`src/rtl/secuenciador_motores.sv`:
```
// secuenciador_motores: drives the R, G and B dispensing motors one after the
// other for their latched tick counts, reporting per-colour completion flags.
// A tick is TICK_DIV clk cycles, produced by an internal prescaler.
// Optional build macro MOTOR_PAUSE_EN adds the `pausa` input, which freezes
// the running phase (motor off, counters held) until released.
//
// Control handshake: start and abort are single-cycle synchronous requests
// with no ready/acknowledge; start is honoured only in IDLE or DONE, abort in
// any state, and abort wins when both are high in the same cycle.
//
// Debug: `estado` mirrors the FSM state (IDLE=0, LOAD=1, RUN_R=2, RUN_G=3,
// RUN_B=4, DONE=5).
module secuenciador_motores #(
  parameter int CNT_W    = 5,
  parameter int TICK_DIV = 20000000
) (
  input  logic             clk,
  input  logic             reset,
  input  logic             start,
  input  logic             abort,
`ifdef MOTOR_PAUSE_EN
  input  logic             pausa,
`endif
  input  logic [CNT_W-1:0] ciclos_R,
  input  logic [CNT_W-1:0] ciclos_G,
  input  logic [CNT_W-1:0] ciclos_B,
  output logic [2:0]       Motores,
  output logic [2:0]       flags,
  output logic             busy,
  output logic             done,
  output logic [CNT_W-1:0] restantes,
  output logic [2:0]       estado
);

  localparam int             PW        = $clog2(TICK_DIV);
  localparam logic [PW-1:0]  TICK_LAST = PW'(TICK_DIV - 1);

  typedef enum logic [2:0] {
    IDLE  = 3'd0,
    LOAD  = 3'd1,
    RUN_R = 3'd2,
    RUN_G = 3'd3,
    RUN_B = 3'd4,
    DONE  = 3'd5
  } state_t;

  state_t           state;
  logic [PW-1:0]    presc;
  logic [CNT_W-1:0] snap_r, snap_g, snap_b;

  logic             hold;
  logic             go_r, go_g, go_b;
  state_t           nxt_state;
  logic [2:0]       nxt_flags;
  logic [2:0]       nxt_mot;
  logic [CNT_W-1:0] nxt_cnt;
  logic [2:0]       run_mot;

`ifdef MOTOR_PAUSE_EN
  assign hold = pausa;
`else
  assign hold = 1'b0;
`endif

  assign estado = state;

  // Next phase after the current one: first later colour with a nonzero
  // count; flags cover every colour before it (finished or skipped).
  always_comb begin
    go_r      = (state == LOAD) && (snap_r != '0);
    go_g      = ((state == LOAD) || (state == RUN_R)) && (snap_g != '0);
    go_b      = ((state == LOAD) || (state == RUN_R) || (state == RUN_G)) && (snap_b != '0);
    nxt_state = DONE;
    nxt_flags = 3'b111;
    nxt_mot   = 3'b000;
    nxt_cnt   = '0;
    if (go_r) begin
      nxt_state = RUN_R;
      nxt_flags = 3'b000;
      nxt_mot   = 3'b001;
      nxt_cnt   = snap_r;
    end else if (go_g) begin
      nxt_state = RUN_G;
      nxt_flags = 3'b001;
      nxt_mot   = 3'b010;
      nxt_cnt   = snap_g;
    end else if (go_b) begin
      nxt_state = RUN_B;
      nxt_flags = 3'b011;
      nxt_mot   = 3'b100;
      nxt_cnt   = snap_b;
    end
  end

  // Motor enable belonging to the phase currently running.
  always_comb begin
    run_mot = 3'b000;
    case (state)
      RUN_R:   run_mot = 3'b001;
      RUN_G:   run_mot = 3'b010;
      RUN_B:   run_mot = 3'b100;
      default: run_mot = 3'b000;
    endcase
  end

  // Sequencer FSM with registered outputs, prescaler and snapshot registers.
  always_ff @(posedge clk or negedge reset) begin
    if (!reset) begin
      state     <= IDLE;
      presc     <= '0;
      snap_r    <= '0;
      snap_g    <= '0;
      snap_b    <= '0;
      Motores   <= 3'b000;
      flags     <= 3'b000;
      busy      <= 1'b0;
      done      <= 1'b0;
      restantes <= '0;
    end else if (abort) begin
      state     <= IDLE;
      presc     <= '0;
      Motores   <= 3'b000;
      flags     <= 3'b000;
      busy      <= 1'b0;
      done      <= 1'b0;
      restantes <= '0;
    end else begin
      case (state)
        IDLE, DONE: begin
          done <= 1'b0;
          if (start) begin
            state  <= LOAD;
            snap_r <= ciclos_R;
            snap_g <= ciclos_G;
            snap_b <= ciclos_B;
            flags  <= 3'b000;
            presc  <= '0;
            busy   <= 1'b1;
          end
        end
        LOAD: begin
          state     <= nxt_state;
          flags     <= nxt_flags;
          Motores   <= nxt_mot;
          restantes <= nxt_cnt;
          presc     <= '0;
          if (nxt_state == DONE) begin
            busy <= 1'b0;
            done <= 1'b1;
          end
        end
        RUN_R, RUN_G, RUN_B: begin
          if (hold) begin
            Motores <= 3'b000;
          end else if (presc == TICK_LAST) begin
            presc <= '0;
            if (restantes == CNT_W'(1)) begin
              // Gapless handoff: old enable drops and new one rises together.
              state     <= nxt_state;
              flags     <= nxt_flags;
              Motores   <= nxt_mot;
              restantes <= nxt_cnt;
              if (nxt_state == DONE) begin
                busy <= 1'b0;
                done <= 1'b1;
              end
            end else begin
              restantes <= restantes - CNT_W'(1);
              Motores   <= run_mot;
            end
          end else begin
            presc   <= presc + PW'(1);
            Motores <= run_mot;
          end
        end
        default: state <= IDLE;
      endcase
    end
  end

endmodule
```
`config.mk`:
```
export PLATFORM = sky130hd
export DESIGN_NAME = secuenciador_motores
export DESIGN_NICKNAME = d
export VERILOG_FILES = /design/src/rtl/secuenciador_motores.sv
export SDC_FILE = /design/constraint.sdc
export NUM_CORES = 1
export LEC_CHECK = 0
export BUFFER_PORTS_ARGS = -buffer_cell sky130_fd_sc_hd__clkbuf_2
export CORE_UTILIZATION = 59
export DETAILED_ROUTE_END_ITERATION = 10
export GPL_TIMING_DRIVEN = 0
export PLACE_DENSITY = 0.8
export SLEW_MARGIN = 20
export SYNTH_ARGS = -nofsm -noshare
export SYNTH_HDL_FRONTEND = slang
export SYNTH_SLANG_ARGS = --single-unit
```
`constraint.sdc`:
```
create_clock -name clk -period 2.4 [get_ports clk]
set_input_delay 0.24 -clock clk [delete_from_list [all_inputs] [get_ports clk]]
set_output_delay 0.24 -clock clk [all_outputs]
set_load 0.01 [all_outputs]
```
### After elaboration in Yosys (flattened, before gate mapping)

Index checks and enable logic that the tools add are counted.

* bits in registers: 56
* output and inout port bits: 16

* add/subtract/negate cells: 2
* equality and inequality tests: 11
* muxes and demuxes: 46
* bitwise operators: 1
* reduce and logical (&&, ||, !) cells: 19

Operators by type and width (number)
* two-way mux 25 bit: 3
* one-hot mux 25 bit (3 select lines): 1
* two-way mux 3 bit: 19
* two-way mux 5 bit: 6
* one-hot mux 3 bit (3 select lines): 3
* adder 25 x 1 -> 25 bit (second input constant): 1
* == test 25 bit (second input constant): 1
* nonzero test 5 bit: 3
* two-way mux 1 bit: 10
* one-hot mux 5 bit (2 select lines): 1
* == test 3 bit (second input constant): 3
* inequality test 3 bit (second input constant): 3
* AND reduction 3 bit: 3
* == test 3 x 2 -> 1 bit (second input constant): 2
* one-hot mux 1 bit (3 select lines): 2
* one-hot mux 3 bit (2 select lines): 1
* == test 5 x 1 -> 1 bit (second input constant): 1
* subtractor 5 x 1 -> 5 bit (second input constant): 1
* AND reduction 2 bit: 2
* AND reduction 4 bit: 1
* nonzero test 4 bit: 1
* == test 3 x 1 -> 1 bit (second input constant): 1
* logical AND 1 bit: 3
* zero test 3 bit: 1
* 5 further kinds: 6

### Longest topological paths before layout

Gate-level depths: netlist of run 1.

* depth in word-level cells: 13
* gate-level depth with buffers: 8

### Worst setup path after synthesis of run 1

No wires, ideal clock.

* path type: reg-to-reg
* start point: reg restantes[1]
* end point: reg restantes[2]
* arrival time: 1.981 ns
* setup slack: 0.297 ns
* cell stages (with the launch flop): 9
* path buffers: 0
* cells stage by stage: dfrtp_1 -> inv_1 -> ha_1 -> nor4b_2 -> nor2_1 -> a311o_1 -> a221o_1 -> a31o_1 -> a32o_1

* cells in the longest elaborated chain, start to end: 5
* elaborated cells on any way between the ends: 6
* those cells by class: add/sub: 1; eq/ne: 1; mux: 4

Ends and longest elaborated chain
* start: declaration: line 31 `output logic [CNT_W-1:0] restantes,`
* start signal: assignment: line 145 `restantes <= nxt_cnt;`
* start signal: assignment: line 162 `restantes <= nxt_cnt;`
* start signal: assignment: line 168 `restantes <= restantes - CNT_W'(1);`
* subtractor 5 x 1 -> 5 bit or == test 5 x 1 -> 1 bit (tied branches): line 168, 157
* two-way mux 5 bit (*): line 157 `if (restantes == CNT_W'(1)) begin`
* two-way mux 5 bit (*): line 155 `end else if (presc == TICK_LAST) begin`
* one-hot mux 5 bit (2 select lines) (*): line 128 `case (state)`
* two-way mux 5 bit (*): line 119 `end else if (abort) begin`

Every way passes the cells marked *; elsewhere a longest branch is shown, timed or not. The select of a mux whose other input is x is not followed.
A chain may end at the register's enable or synchronous reset.

### Worst setup path after layout of run 1

Same ends and word-level chain as after synthesis.

==> results of run 1 <==
## logic make-up after synthesis
| group | after synthesis | share of synthesized area |
|---|---|---|
| multiplexers | 17 | 0.0596 |
| buffers and inverters | 20 | 0.0269 |
| AO/OA/AOI/OAI | 59 | 0.141 |
| flip-flops | 56 | 0.436 |
| adder cells (fa/ha/maj) | 3 | 0.0117 |
| AND/OR/NAND/NOR | 161 | 0.263 |
| XOR/XNOR | 23 | 0.0627 |
## stage by stage
stage | instances | worst slack, ps | power [mW] | cell area, um2
2_1_floorplan | 339 | 297 | 2.58 | 3210
3_3_place_gp | 443 | 83.4 | 3.02 | 3470
3_5_place_dp | 443 | 40.2 | 3.08 | 3470
4_1_cts | 451 | 1.43 | 3.59 | 3560
5_1_grt | 450 | 25.0 | 3.88 | 3580
6_report | 450 | 107 | 3.64 | 3580
## layer usage
| metal | vias to the layer above | global-route usage | share of wire |
|---|---|---|---|
| met5 | - | 0 | 0 |
| met2 | 117 | 0.396 | 0.45 |
| met4 | 0 | 0.0576 | 0.0079 |
| li1 | 1311 | - | - |
| met1 | 1319 | 0.397 | 0.48 |
| met3 | 7 | 0.0370 | 0.061 |
## cells in the mapped netlist (3+ instances only)
cell,n,area [um2]
buf_2,9,45.0
nand4_1,10,62.6
nor3_1,8,40.0
xor2_1,15,131
o21ai_0,12,60.1
nor3b_1,3,22.5
inv_1,7,26.3
a21oi_1,9,45.0
nor4_1,3,18.8
and2_1,3,18.8
and3_1,6,37.5
o31ai_1,7,52.6
nor2b_1,5,31.3
nand2_1,34,128
or3_1,3,18.8
ha_1,3,37.5
xnor2_1,8,70.1
nand3_1,10,50.1
nand2b_1,8,50.1
nor2_1,50,188
mux2_2,16,180
dfrtp_1,56,1400
and4_1,3,26.3
## registers in the layout, indices dropped and copies added (netlist names)
name	cells
flags	3
Motores	3
restantes	5
estado	3
presc	25
snap_r	5
done	1
snap_b	5
busy	1
snap_g	5
## power breakdown
group	total (mW)	switching [mW]	internal [mW]	leakage, nW
logic	1.67	0.977	0.694	0.795
registers	1.45	0.263	1.19	0.742
clock network	0.519	0.310	0.209	0.0414
## cell type report
cell class                 instances  area [um2]  share of cell area
inverter                           8        30.0             0.00840
tap                               70        87.6              0.0245
timing repair buffer              34         173              0.0483
multi-input combinational        263        1740               0.487
buffer                            11        53.8              0.0150
clock buffer                       6        72.6              0.0203
clock inverter                     2        16.3             0.00455
sequential                        56        1400               0.392
## path summary, 6_finish.rpt
check,start,endpoint,slack [ps],depth (start not counted)
max,restantes[1],restantes[2],110,8
min,reset,presc[5],-8,1
max reg2reg,restantes[1],restantes[2],110,8
min reg2reg,flags[2],flags[2],490,2
max in group asynchronous,reset,presc[12],1890,1
min in group clk,ciclos_G[3],snap_g[3],160,2
==> flow_metrics.py, run 1 <==
metrics = {
    "run_status": {
        "outcome": "complete, but fails checks",
        "violations": "negative hold slack",
    },
    "critical_path": {
        "path_buf_inv": 1,
        "cp-start-kind": "register",
        "critPathMaxFanout": 4,
        "slowest_delay_ps": 420,
        "worst_ep_arrival_time_ps": 2500,
        "endpoint_kind": "register",
        "crit_type": "reg -> reg",
        "critPathSlowestCell": "dfrtp_1",
        "path_cells": "inv_1 > ha_1 > nor4b_4 > nor2_2 > a311o_1 > a221o_1 > a31o_1 > a32o_1",
        "crit_family": "compound AO/OA/AOI/OAI gates",
        "required_ps": 2600,
    },
    "global_route": {
        "grt_max_degree": 57,
        "grt_pass1_wl_mm": 11.3,
        "grt_antenna_before_repair": 0,
        "overflow": 0,
        "first_global_vias": 2374,
        "grt.total_usage": 0.261,
    },
    "clocking": {
        "post-cts-setup-buffers": 0,
        "clock_latency_ps": 310,
        "cts_sinks": 56,
        "cts_inserted_buffers": 5,
        "clkTransAtPathRegs_ps": 110,
        "cts_tree": "done",
        "cts_hold_buf": 0,
        "cts_resized": 0,
        "htree_levels": 2,
        "clockRootBuffer": "clkbuf_8",
        "clockBufferDepth": 2,
    },
    "synthesis": {
        "synth_cells": 339,
        "avgSynthCellArea_um2": 9.48,
        "ys.flop_type": "dfrtp_1",
        "ys_ff_latch": 56,
        "syn-num-nets": 361,
        "yosys_warnings": 0,
        "ys_async_sr_fraction": 1.00,
        "yosysUniqueCellTypes": 62,
        "netlist_area_um2": 3210,
        "synth_edf_count": 0,
        "seq_area_frac_synth": 0.436,
    },
    "route": {
        "vias": 2754,
        "dr.pass1.iters": 6,
        "drc": 0,
        "post_drt_via_cell_ratio": 6.12,
        "wire_per_inst_um": 16.0,
        "ant_nets": 0,
        "routed_wl_mm": 7.19,
        "drtIter0Drc": 287,
    },
    "timing": {
        "hold_slack_ps": -8.00,
        "setup_violations": 0,
        "post-route-period-util": 0.956,
        "finalClockSkew_ps": 13.9,
        "achievable-frequency_mhz": 436,
        "tightest_slew_ps": 761,
        "drv_slew": 0,
        "timing.setup.tns_ps": 0,
        "maxSlewHeadroom": 0.490,
        "period_needed_ps": 2290,
        "finalHoldViolCount": 4,
        "rsz0062_at_grt": "false",
    },
    "power_and_ir_drop": {
        "vdd_drop_max_v": 0.000597,
        "power_density_nw_per_um2": 1020,
        "leakage_nw": 1.58,
    },
    "cells_and_area": {
        "nFillCells": 404,
        "final_cell_mix": "dfrtp_1 (56), nor2_1 (49), clkbuf_2 (34), nand2_1 (34), mux2_2 (16)",
        "antenna_cells": 0,
        "final_nets": 401,
        "drive_gt1_frac": 0.211,
        "areaGrowthSynthToFinish_pct": 11.2,
        "final_common_cell": "dfrtp_1",
        "fin_util": 0.691,
    },
    "floorplanning": {
        "pin_count": 35,
        "initial_core_util": 0.621,
        "die_x_um": 75.8,
        "dieArea_um2": 5750,
        "rows": 26,
        "core_um2": 5170,
        "fp.dieH_um": 75.8,
    },
    "min_path": {
        "min_path_type": "in -> async",
    },
    "placement": {
        "gp_congestion": 0.929,
        "port_buffers": 34,
        "hpwl_mm": 5.20,
    },
    "run": {
        "maxCapViolCount": 0,
    },
}
Note: power is estimated with default switching activity, not from simulation.
==> run 2: changes to the inputs <==
--- a/config.mk
+++ b/config.mk
@@ -6,10 +6,9 @@
 export NUM_CORES = 1
 export LEC_CHECK = 0
 export BUFFER_PORTS_ARGS = -buffer_cell sky130_fd_sc_hd__clkbuf_2
-export CORE_UTILIZATION = 59
+export CORE_UTILIZATION = 25
 export DETAILED_ROUTE_END_ITERATION = 10
 export GPL_TIMING_DRIVEN = 0
-export PLACE_DENSITY = 0.8
 export SLEW_MARGIN = 20
 export SYNTH_ARGS = -nofsm -noshare
 export SYNTH_HDL_FRONTEND = slang
==> flow_metrics.py, run 2 (synthesized netlist as in run 1, its figures left out) <==
metrics = {
    "clocking": {
        "cts_tree": "done",
        "clockRootBuffer": "clkbuf_16",
        "clkTransAtPathRegs_ps": 70,
        "htree_levels": 2,
        "cts_inserted_buffers": 5,
        "clock_latency_ps": 300,
        "clockBufferDepth": 2,
        "cts_sinks": 56,
    },
    "critical_path": {
        "critPathSlowestCell": "or4b_1",
        "cp-start-kind": "register",
        "crit_family": "simple AND/OR/NAND/NOR gates",
        "r2r_setup_slack_ps": 130,
        "critPathMaxFanout": 6,
        "endpoint_kind": "register",
        "slowest_delay_ps": 560,
        "path_cells": "inv_1 > ha_1 > or4b_1 > nor3_4 > o22ai_2 > o21ai_0 > o41ai_2",
        "worst_ep_arrival_time_ps": 2440,
        "required_ps": 2570,
        "crit_type": "reg -> reg",
        "path_buf_inv": 1,
    },
    "route": {
        "post_drt_via_cell_ratio": 4.97,
        "drtIter0Drc": 205,
        "drc": 0,
        "dr.pass1.iters": 5,
        "routed_wl_mm": 7.72,
        "wire_per_inst_um": 13.9,
        "ant_nets": 0,
        "vias": 2756,
    },
    "timing": {
        "maxSlewHeadroom": 0.487,
        "timing.setup.tns_ps": 0,
        "post-route-period-util": 0.947,
        "period_needed_ps": 2270,
        "tightest_slew_ps": 764,
        "rsz0062_at_grt": "false",
        "finalClockSkew_ps": 6.76,
        "achievable-frequency_mhz": 440,
        "setup_violations": 0,
        "finalHoldViolCount": 0,
        "drv_slew": 0,
    },
    "power_and_ir_drop": {
        "leakage_nw": 1.63,
        "comb_power_share": 0.433,
        "power.switching_mw": 1.55,
        "clockPowerShare": 0.188,
        "finalPower_mw": 3.83,
        "p_int_mw": 2.28,
        "vdd_drop_max_v": 0.000331,
        "switching_share": 0.404,
        "power_density_nw_per_um2": 1010,
        "p_seq_frac": 0.379,
    },
    "cells_and_area": {
        "antenna_cells": 0,
        "nFillCells": 1328,
        "final_nets": 404,
        "drive_gt1_frac": 0.209,
        "multi_input_area_um2": 1740,
        "design_area_um2": 3800,
        "seqCellArea_um2": 1400,
        "final_cell_mix": "dfrtp_1 (56), nor2_1 (50), clkbuf_2 (35)",
        "top_register": "presc",
        "largest_reg_flops": 25,
        "areaGrowthSynthToFinish_pct": 18.1,
        "final_common_cell": "dfrtp_1",
    },
    "run_status": {
        "outcome": "finished clean",
    },
    "floorplanning": {
        "initial_core_util": 0.256,
        "fp.dieH_um": 115,
        "dieArea_um2": 13300,
        "rows": 41,
        "core_um2": 12600,
        "die_x_um": 115,
        "pin_count": 35,
    },
    "global_route": {
        "first_global_vias": 2639,
        "grt.total_usage": 0.126,
        "overflow": 0,
        "grt_max_degree": 45,
        "grt_antenna_before_repair": 0,
        "grt_pass1_wl_mm": 13.2,
    },
    "run": {
        "maxCapViolCount": 0,
    },
    "placement": {
        "place_area_um2": 3630,
        "gp_congestion": 0.831,
        "port_buffers": 34,
        "hpwl_mm": 5.83,
    },
    "min_path": {
        "min_path_type": "in -> reg",
    },
}
run 2: cell count changes in the layout (fill, tap and decap cells not counted), sizes merged:
cell and delta:
buf +1, dlygate4sd3 +1, clkbuf +2, clkinvlp -1
run 2: power groups by stage:
stage                     combinational (mW)  clock (mW)  sequential [mW]
after CTS                               1.64       0.743             1.45
after detailed placement                1.63           0             1.46
after global routing                    1.85       0.772             1.50
after global placement                  1.61           0             1.45
final                                   1.66       0.719             1.45
after floorplan                         1.15           0             1.44
run 2: stage by stage:
step | cells | util | hold WS (ps) | worst slack (ps)
global placement | 545 | 0.286 | 473 | 49.6
floorplan | 339 | - | -55.6 | 297
finish | 555 | 0.302 | 176 | 128
CTS | 555 | 0.301 | 173 | 33.0
detailed placement | 546 | 0.289 | 139 | 52.8
global route | 555 | 0.302 | 174 | 32.0
run 2: area by class of cell:
cell class / instances / area share
Buffer: 12 / 0.0155
Clock buffer: 7 / 0.0349
Clock inverter: 1 / 0.00231
Inverter: 8 / 0.00791
Multi-Input combinational cell: 263 / 0.458
Sequential cell: 56 / 0.369
Tap cell: 172 / 0.0567
Timing Repair Buffer: 36 / 0.0554
run 2: worst paths after layout:
kind / startpoint / to / depth (start not counted)
setup / recovery: restantes[1] / estado[0] / 7
hold / removal: ciclos_R[1] / snap_r[1] / 2
setup reg to reg: restantes[1] / estado[0] / 7
hold reg to reg: flags[0] / flags[0] / 2
max in group asynchronous: reset / Motores[0] / 3
min in group asynchronous: reset / presc[22] / 2
run 2: routing by layer:
metal / global-route usage / up-vias / share of wire
met5: 0 / - / 0
met4: 0.0701 / 0 / 0.039
met3: 0.0332 / 19 / 0.076
met2: 0.180 / 97 / 0.43
met1: 0.171 / 1320 / 0.46
li1: - / 1320 / -
run 2: repair_timing:
| item | CTS | global route |
|---|---|---|
| hold endpoints to repair | 12 | 0 |
| buffers inserted | 0 | 0 |
| resized for setup | 0 | 5 |
| hold buffers | 1 | 0 |
| setup endpoints to repair | 0 | 10 |
